File: src/rtl/gate_tt_sequencer_pkg.sv
// gate_tt_sequencer_pkg: state encoding and row-count helper shared by the truth-table sequencer
package gate_tt_sequencer_pkg;
  typedef enum logic [1:0] {
    ST_IDLE = 2'd0,
    ST_RUN  = 2'd1,
    ST_DONE = 2'd2
  } state_e;

  function automatic int num_rows(input int n);
    return 1 << n;
  endfunction
endpackage

File: src/rtl/gate_tt_sequencer_if.sv
// gate_tt_sequencer_if: control, gate drive/sense and result signals of the truth-table sequencer
interface gate_tt_sequencer_if
  import gate_tt_sequencer_pkg::*;
#(
  parameter int N_IN = 2
);
  logic                      start;
  logic                      gate_out;
  logic [N_IN-1:0]           gate_in;
  logic                      busy;
  logic                      done;
  logic                      pass;
  logic [N_IN:0]             err_count;
  logic [num_rows(N_IN)-1:0] fail_mask;

  modport master (output start, gate_out, input gate_in, busy, done, pass, err_count, fail_mask);
  modport slave  (input start, gate_out, output gate_in, busy, done, pass, err_count, fail_mask);
endinterface

File: src/rtl/gate_tt_sequencer_hold_timer.sv
// gate_tt_sequencer_hold_timer: per-row hold counter, wraps after HOLD_CYCLES and flags the last cycle
module gate_tt_sequencer_hold_timer #(
  parameter int HOLD_CYCLES = 50
) (
  input  logic clk,
  input  logic reset_n,
  input  logic clr_i,
  input  logic en_i,
  output logic last_o
);
  localparam int W = $clog2(HOLD_CYCLES);

  logic [W-1:0] cnt_q, cnt_d;

  assign last_o = cnt_q == W'(HOLD_CYCLES - 1);
  assign cnt_d  = clr_i ? '0 : !en_i ? cnt_q : last_o ? '0 : cnt_q + 1'b1;

  always_ff @(posedge clk or negedge reset_n)
    if (!reset_n) cnt_q <= '0;
    else          cnt_q <= cnt_d;
endmodule

File: src/rtl/gate_tt_sequencer.sv
// gate_tt_sequencer: sweeps every gate input row, checks the gate output against EXPECT, reports results
// GATE_TT_STOP_ON_FAIL_EN ends the sweep at the first mismatching row.
module gate_tt_sequencer
  import gate_tt_sequencer_pkg::*;
#(
  parameter int                        N_IN        = 2,
  parameter int                        HOLD_CYCLES = 50,
  parameter logic [num_rows(N_IN)-1:0] EXPECT      = 'b0111
) (
  input logic                clk,
  input logic                reset_n,
  gate_tt_sequencer_if.slave bus
);
  localparam int ROWS = num_rows(N_IN);

  if (HOLD_CYCLES < 2) begin : g_hold_chk
    $error("HOLD_CYCLES must be at least 2");
  end

  state_e          state_q, state_d;
  logic [N_IN-1:0] row_q, row_d;
  logic [N_IN:0]   err_q, err_d;
  logic [ROWS-1:0] mask_q, mask_d;
  logic            pass_q, pass_d;
  logic            last, mism, sweep_end;

  gate_tt_sequencer_hold_timer #(.HOLD_CYCLES(HOLD_CYCLES)) u_timer (
    .clk    (clk),
    .reset_n(reset_n),
    .clr_i  (state_q != ST_RUN),
    .en_i   (state_q == ST_RUN),
    .last_o (last)
  );

  assign mism = last && (bus.gate_out != EXPECT[row_q]);
`ifdef GATE_TT_STOP_ON_FAIL_EN
  assign sweep_end = row_q == N_IN'(ROWS - 1) || mism;
`else
  assign sweep_end = row_q == N_IN'(ROWS - 1);
`endif

  // pass is taken from err_d so a mismatch on the final row is counted
  always_comb begin
    state_d = state_q;
    row_d   = row_q;
    err_d   = err_q;
    mask_d  = mask_q;
    pass_d  = pass_q;
    unique case (state_q)
      ST_IDLE: if (bus.start) begin
        state_d = ST_RUN;
        row_d   = '0;
        err_d   = '0;
        mask_d  = '0;
        pass_d  = 1'b0;
      end
      ST_RUN: begin
        if (mism) begin
          err_d         = err_q + 1'b1;
          mask_d[row_q] = 1'b1;
        end
        if (last && sweep_end) begin
          state_d = ST_DONE;
          row_d   = '0;
          pass_d  = err_d == '0;
        end else if (last) row_d = row_q + 1'b1;
      end
      default: state_d = ST_IDLE;
    endcase
  end

  always_ff @(posedge clk or negedge reset_n)
    if (!reset_n) begin
      state_q <= ST_IDLE;
      row_q   <= '0;
      err_q   <= '0;
      mask_q  <= '0;
      pass_q  <= 1'b0;
    end else begin
      state_q <= state_d;
      row_q   <= row_d;
      err_q   <= err_d;
      mask_q  <= mask_d;
      pass_q  <= pass_d;
    end

  assign bus.gate_in   = row_q;
  assign bus.busy      = state_q == ST_RUN;
  assign bus.done      = state_q == ST_DONE;
  assign bus.pass      = pass_q;
  assign bus.err_count = err_q;
  assign bus.fail_mask = mask_q;
endmodule
File: src/flat_wrapper.sv
// flat-port wrapper written by rule: the top's interface ports become plain ports
module gate_tt_sequencer_flat import gate_tt_sequencer_pkg::*;
#(
  parameter int                        N_IN        = 2,
  parameter int                        HOLD_CYCLES = 50,
  parameter logic [num_rows(N_IN)-1:0] EXPECT      = 'b0111
)
  (clk, reset_n, bus_start, bus_gate_out, bus_gate_in, bus_busy, bus_done, bus_pass, bus_err_count, bus_fail_mask);
  gate_tt_sequencer_if #(.N_IN(N_IN)) bus_i ();
  input logic clk;
  input logic reset_n;
  input wire logic [$bits(bus_i.start)-1:0] bus_start;
  input wire logic [$bits(bus_i.gate_out)-1:0] bus_gate_out;
  output wire logic [$bits(bus_i.gate_in)-1:0] bus_gate_in;
  output wire logic [$bits(bus_i.busy)-1:0] bus_busy;
  output wire logic [$bits(bus_i.done)-1:0] bus_done;
  output wire logic [$bits(bus_i.pass)-1:0] bus_pass;
  output wire logic [$bits(bus_i.err_count)-1:0] bus_err_count;
  output wire logic [$bits(bus_i.fail_mask)-1:0] bus_fail_mask;
  assign bus_i.start = bus_start;
  assign bus_i.gate_out = bus_gate_out;
  assign bus_gate_in = bus_i.gate_in;
  assign bus_busy = bus_i.busy;
  assign bus_done = bus_i.done;
  assign bus_pass = bus_i.pass;
  assign bus_err_count = bus_i.err_count;
  assign bus_fail_mask = bus_i.fail_mask;
  gate_tt_sequencer #(.N_IN(N_IN), .HOLD_CYCLES(HOLD_CYCLES), .EXPECT(EXPECT)) u_core (.clk(clk), .reset_n(reset_n), .bus(bus_i));
endmodule
File: config.mk
export PLATFORM = sky130hd
export DESIGN_NAME = gate_tt_sequencer_flat
export DESIGN_NICKNAME = d
export VERILOG_FILES = /design/src/rtl/gate_tt_sequencer_pkg.sv /design/src/rtl/gate_tt_sequencer_if.sv /design/src/rtl/gate_tt_sequencer_hold_timer.sv /design/src/rtl/gate_tt_sequencer.sv /design/src/flat_wrapper.sv
export SDC_FILE = /design/constraint.sdc
export NUM_CORES = 1
export LEC_CHECK = 0
export ABC_AREA = 1
export BUFFER_PORTS_ARGS = -buffer_cell sky130_fd_sc_hd__buf_2
export CORE_ASPECT_RATIO = 1.1
export CORE_UTILIZATION = 50
export CTS_CLUSTER_DIAMETER = 200
export DETAILED_ROUTE_END_ITERATION = 6
export GPL_TIMING_DRIVEN = 1
export HOLD_SLACK_MARGIN = 0.05
export PLACE_DENSITY = 0.72
export REMOVE_ABC_BUFFERS = 1
export SETUP_SLACK_MARGIN = 0.4
export SLEW_MARGIN = 5
export SYNTH_ARGS = -nofsm -noshare
export SYNTH_HDL_FRONTEND = slang
export SYNTH_SLANG_ARGS = --single-unit
File: constraint.sdc
create_clock -name clk -period 4 [get_ports clk]
set_input_delay 0.8 -clock clk [delete_from_list [all_inputs] [get_ports clk]]
set_output_delay 0.8 -clock clk [all_outputs]
set_load 0.01 [all_outputs]
==> flow_summary.toml, run 1 <==
[run_status]
run_status = "finished with violations"
violations = "DRC"

[power_and_ir_drop]
p_sw_mw = 0.0580
leakage_nw = 0.614
pwr-share-seq_pct = 65.4
p_clk_share_pct = 30.5
p_int_mw = 0.220
peakVddDrop_mv = 0.146
switching_share_pct = 20.8
combinationalPowerShare_pct = 4.1
pwr_density_cell_nw_per_um2 = 260

[grt]
grt_max_degree = 19
grt_pass1_wl_mm = 2.53
antenna_found_initial = 0
grt_overflow = 0
grtUsageTotal_pct = 16.8
grt_pass1_vias = 642

[clock_network]
postCtsHoldBufs = 0
post_cts_resized = 0
insertion_delay_ns = 0.28
clock-sinks = 18
post-cts-setup-buffers = 0
clk_path_buf_depth = 2
cts-root-buf = "clkbuf_4"
tritoncts = "built"
clkTransAtPathRegs_ns = 0.10
htree_levels = 1
numCtsBuffers = 3

[worst_setup_path]
r2r_start = "u_core.bus.gate_in[0]"
reg2regPathDepth = 7
cp-end-kind = "output pin"
setup.worst_path.start_class = "flop"
worst-r2r-setup-slack_ns = 2.52
cp.required_ns = 3.20
path_class = "flop to output pin"
arrival_ns = 1.05
timing.rr.end = "u_core.bus.err_count[2]"
path_max_fanout = 6

[sta]
finalHoldViolations = 0
fin_setup_tns_ns = 0
relSlewSlack_pct = 74.8
fmax_mhz = 540
setup_violations = 0
final.min_clock_period_ns = 1.85
worst_pin_slew_ns = 0.378
skew_ns = 0.00365
drv_slew = 0
finalCritPeriodShare_pct = 46.3
rsz0062_at_grt = "no"

[min_path]
hold_class = "input port to asynchronous set/reset pin"

[drt]
route.vias.total = 734
drc = 10
drt_wl_total_mm = 1.58
dr.first_iter.drc_count = 32
first_pass_iters = 6
wire_per_inst_um = 10.7
antenna_left = 0
via_per_inst = 4.99

[placement]
dp_hpwl_mm = 1.26
gp_congestion = 0.746
numPortBuffers = 15

[final_layout]
final_layout_size_suffix_gt1_share_pct = 23.3
fin_nets = 142
n_antenna_cell = 0
synthToLayoutAreaGrowth_pct = 12.6
final_core_util_pct = 60.1

[synthesis]
yosys-mux-area-fraction_pct = 0
synth_edf_count = 0
synth-xor-area-share_pct = 2.76
ys.flop_type = "dfrtp_1"
yosysTopAreaCell = "dfrtp_1"
yosys.cell_types.count = 19
yosysMostFrequentCell = "nand2_1"
syn_avg_cell_area_um2 = 8.57
synth_top_area_share_pct = 47.4
ys_top_cells_by_count = "nand2_1, dfrtp_1, inv_1"
synth_top_family_by_area = "simple AND/OR/NAND/NOR gates"
syn_area_um2 = 951
yosys_warnings = 0
synth-seq-cells = 18
yosysSeqAreaShare_pct = 47.4
async_flop_share_pct = 100
synth_adder_area_share_pct = 9.21
syn_inst = 111
yosys-top-cells-area = "dfrtp_1, ha_1, nand2_1, inv_1, nor2_1"
synth_compound_area_share_pct = 5.53
synthSimpleGateAreaFrac_pct = 26.8

[die]
design.core.area_um2 = 1780
rows = 16
die_y_um = 47.7
die_x_um = 43.6
dieArea_um2 = 2080
initial_core_util_pct = 53.4
top_level_ports = 16

[flow_run]
maxCapViolCount = 0
## worst max-delay path by stage
stage                       from         endpoint
3_5_place_dp        bus_gate_out  u_core.bus.pass
6_report       u_core.state_q[1]         bus_busy
2_1_floorplan       bus_gate_out  u_core.bus.pass
4_1_cts        u_core.state_q[1]         bus_busy
3_3_place_gp        bus_gate_out  u_core.bus.pass
5_1_grt        u_core.state_q[1]         bus_busy
## critical path, cell delays in order, from the launching register on
cell	delay (ns)
dfrtp_1	0.41
nor2_4	0.20
buf_2	0.16
## per-stage QoR
step	power (mW)	setup slack, ns	cell area [um^2]	hold slack [ns]	std cells
2_1_floorplan	0.191	2.56	951	0.476	111
3_3_place_gp	0.197	2.39	1050	0.493	144
3_5_place_dp	0.197	2.37	1050	0.498	144
4_1_cts	0.282	2.13	1070	0.431	147
5_1_grt	0.291	2.09	1070	0.452	147
6_report	0.278	2.15	1070	0.421	147
## layout make-up
type                       count  area [um^2]
multi-input combinational     72          422
timing repair buffer          15         75.1
fill                         150          711
clock buffer                   3         22.5
inverter                      21         78.8
tap                           18         22.5
sequential                    18          450
## sequential cells by signal (all words and copies together), names as in the netlist
signal,count
u_core.u_timer.cnt_q,6
u_core.bus.fail_mask,4
u_core.bus.err_count,3
u_core.bus.gate_in,2
u_core.state_q,2
u_core.bus.pass,1
## power groups by stage
stage | Combinational, mW | Sequential, mW | Clock, mW
2_1_floorplan | 0.00578 | 0.186 | 0
3_3_place_gp | 0.0114 | 0.186 | 0
3_5_place_dp | 0.0116 | 0.186 | 0
4_1_cts | 0.0116 | 0.182 | 0.0886
5_1_grt | 0.0132 | 0.182 | 0.0956
6_report | 0.0113 | 0.182 | 0.0849
## cells by family after synthesis
family,Yosys count
compound gates,10
xor+xnor,3
fa+ha+maj,7
buf+inv,21
flops,18
simple gates,52
## layout by cell type, fill, tap and decap left out
| cell | n |
|---|---|
| ha_1 | 7 |
| nand2_2 | 1 |
| nor3_1 | 1 |
| nor2_4 | 3 |
| nand2_4 | 2 |
| nand3_2 | 1 |
| buf_2 | 15 |
| inv_2 | 5 |
| nand2_1 | 22 |
| o22ai_1 | 2 |
| nand3_1 | 6 |
| nor2_1 | 14 |
| clkbuf_4 | 3 |
| a21oi_1 | 4 |
| o21ai_0 | 1 |
| nand4_1 | 2 |
| xor2_1 | 2 |
| dfrtp_1 | 18 |
| o21ai_1 | 3 |
| inv_1 | 16 |
| xnor2_1 | 1 |
## routing by layer
layer	vias up	track usage [%]	part of all wire [%]	routed length, um
li1	384	-	-	-
met1	336	18.5	44	694
met2	12	32.2	51	811
met3	2	2.64	3.4	54
met4	0	7.50	0.89	14
met5	-	0	0	0
No activity file was read; power rests on OpenSTA's default activity.
==> inputs of run 2 (changes only) <==
clock period = 1.91 ns   (was 4 ns; I/O delays follow)
==> flow_summary.toml, run 2 (same netlist as run 1, synthesis figures left out) <==
[run_status]
run_status = "finished with violations"
violations = "DRC"

[worst_setup_path]
worst-r2r-setup-slack_ns = 0.44
critPathBufInv = 1
r2r_start = "u_core.u_timer.cnt_q[1]"
timing.rr.end = "u_core.bus.fail_mask[3]"
reg2regPathDepth = 8
cp.required_ns = 2.13
crit_chain = "inv_1 -> ha_2 -> nand3_4 -> nor2_4 -> nand2_4 -> nor2_4 -> nand2_1 -> a21oi_1"
path_max_fanout = 5
path_class = "flop to flop"
setup.worst_path.start_class = "flop"
slowest_stage = "dfrtp_1"
arrival_ns = 1.69
critical_path.max_stage_delay_ns = 0.42
cp-end-kind = "flop"
cpLargestDelayFamily = "simple AND/OR/NAND/NOR gates"
crit_top_cell = "nor2_4"
cp_num_cells = 8

[final_layout]
largest_register = "u_core.u_timer.cnt_q"
fin_nets = 146
synthToLayoutAreaGrowth_pct = 19.3
largest_reg_flops = 6
n_antenna_cell = 0
final_layout_size_suffix_gt1_share_pct = 28.4
final_cell_count_no_fill = 152
fill_cells = 145
final_common_cell = "nand2_1"
layout_common_cells = "nand2_1, dfrtp_1, inv_1, buf_2, nor2_1"

[drt]
wire_per_inst_um = 12.0
route.vias.total = 762
dr.first_iter.drc_count = 35
drc = 10
drt_wl_total_mm = 1.82
via_per_inst = 5.01
antenna_left = 0
first_pass_iters = 6

[power_and_ir_drop]
peakVddDrop_mv = 0.515
pwr_density_cell_nw_per_um2 = 568
leakage_nw = 0.638

[sta]
rsz0062_at_grt = "yes"
finalCritPeriodShare_pct = 76.7
fmax_mhz = 682
fin_setup_tns_ns = 0
skew_ns = 0.00983
drv_slew = 0
setup_violations = 0
relSlewSlack_pct = 73.1
final.min_clock_period_ns = 1.47
worst_pin_slew_ns = 0.404
finalHoldViolations = 0
setup_ws_ns = 0.444

[placement]
gp_congestion = 0.754
dp_hpwl_mm = 1.26
dp.cells = 144
numPortBuffers = 15
place_ws_ns = 0.481

[die]
die_y_um = 47.7
design.core.area_um2 = 1780
top_level_ports = 16
rows = 16
initial_core_util_pct = 53.4
die_x_um = 43.6
dieArea_um2 = 2080

[grt]
grt_pass1_vias = 668
grt_pass1_wl_mm = 2.62
grt_overflow = 0
antenna_found_initial = 0
grt_max_degree = 19
grtUsageTotal_pct = 17.7

[clock_network]
numCtsBuffers = 3
clkTransAtPathRegs_ns = 0.11
insertion_delay_ns = 0.30
clock-sinks = 18
cts-root-buf = "clkbuf_4"
htree_levels = 1
clk_path_buf_depth = 2
tritoncts = "built"

[min_path]
min_path_cells = 4
hp-start = "bus_start"
hold_end = "u_core.bus.err_count[2]"
hold_class = "input port to flop"

[flow_run]
maxCapViolCount = 0
==> run 2: routing by layer <==
layer	global-route usage, %	vias to the layer above	routed length, um
met3	2.64	4	73
met5	0	-	0
met1	21.4	351	778
met4	9.38	0	24
li1	-	387	-
met2	31.0	20	944
==> run 2: worst min-delay path, delay by kind of cell <==
| family | cells | cell delay [ns] |
|---|---|---|
| simple gates | 2 | 0.20 |
| buf+inv | 1 | 0.08 |
| compound gates | 1 | 0.07 |
==> run 2: area by class of cell <==
type	count	area (um^2)	area share, %
clock buffers	4	36.3	3.20
inverters	21	78.8	6.95
multi-input cells	72	439	38.7
flip-flops and latches	18	450	39.7
well taps	18	22.5	1.98
repair buffers	19	108	9.48
==> run 2: how the worst max path moves through the flow <==
stage	start	to	slack, ns
6_report	u_core.u_timer.cnt_q[1]	u_core.bus.fail_mask[3]	0.44
3_5_place_dp	u_core.bus.gate_in[0]	u_core.bus.pass	0.48
2_1_floorplan	u_core.bus.gate_in[0]	u_core.bus.pass	0.56
3_3_place_gp	u_core.u_timer.cnt_q[1]	u_core.bus.pass	0.53
5_1_grt	u_core.u_timer.cnt_q[1]	u_core.bus.pass	0.36
4_1_cts	u_core.state_q[1]	bus_busy	0.44
==> run 2: metrics by stage <==
stage | hold slack (ns) | util, % | area (um^2) | power (mW)
floorplan | 0.0864 | - | 951 | 0.401
global placement | 0.327 | 58.8 | 1050 | 0.413
detailed placement | 0.331 | 58.8 | 1050 | 0.414
CTS | 0.465 | 61.4 | 1090 | 0.650
global route | 0.482 | 63.7 | 1130 | 0.664
finish | 0.459 | 63.7 | 1130 | 0.645
==> run 2: where the power goes <==
group / switching [mW] / internal (mW)
sequential: 0 / 0.381
combinational: 0.0183 / 0.00830
clock: 0.121 / 0.116
total: 0.139 / 0.506
==> run 2: timing repair <==
| item | 4_1_cts | 5_1_grt |
|---|---|---|
| endpoints found under the setup margin | 0 | 8 |
| hold buffers | 1 | 0 |
| setup buffers | 0 | 3 |
| resized for setup | 0 | 5 |
| endpoints found under the hold margin | 18 | 0 |
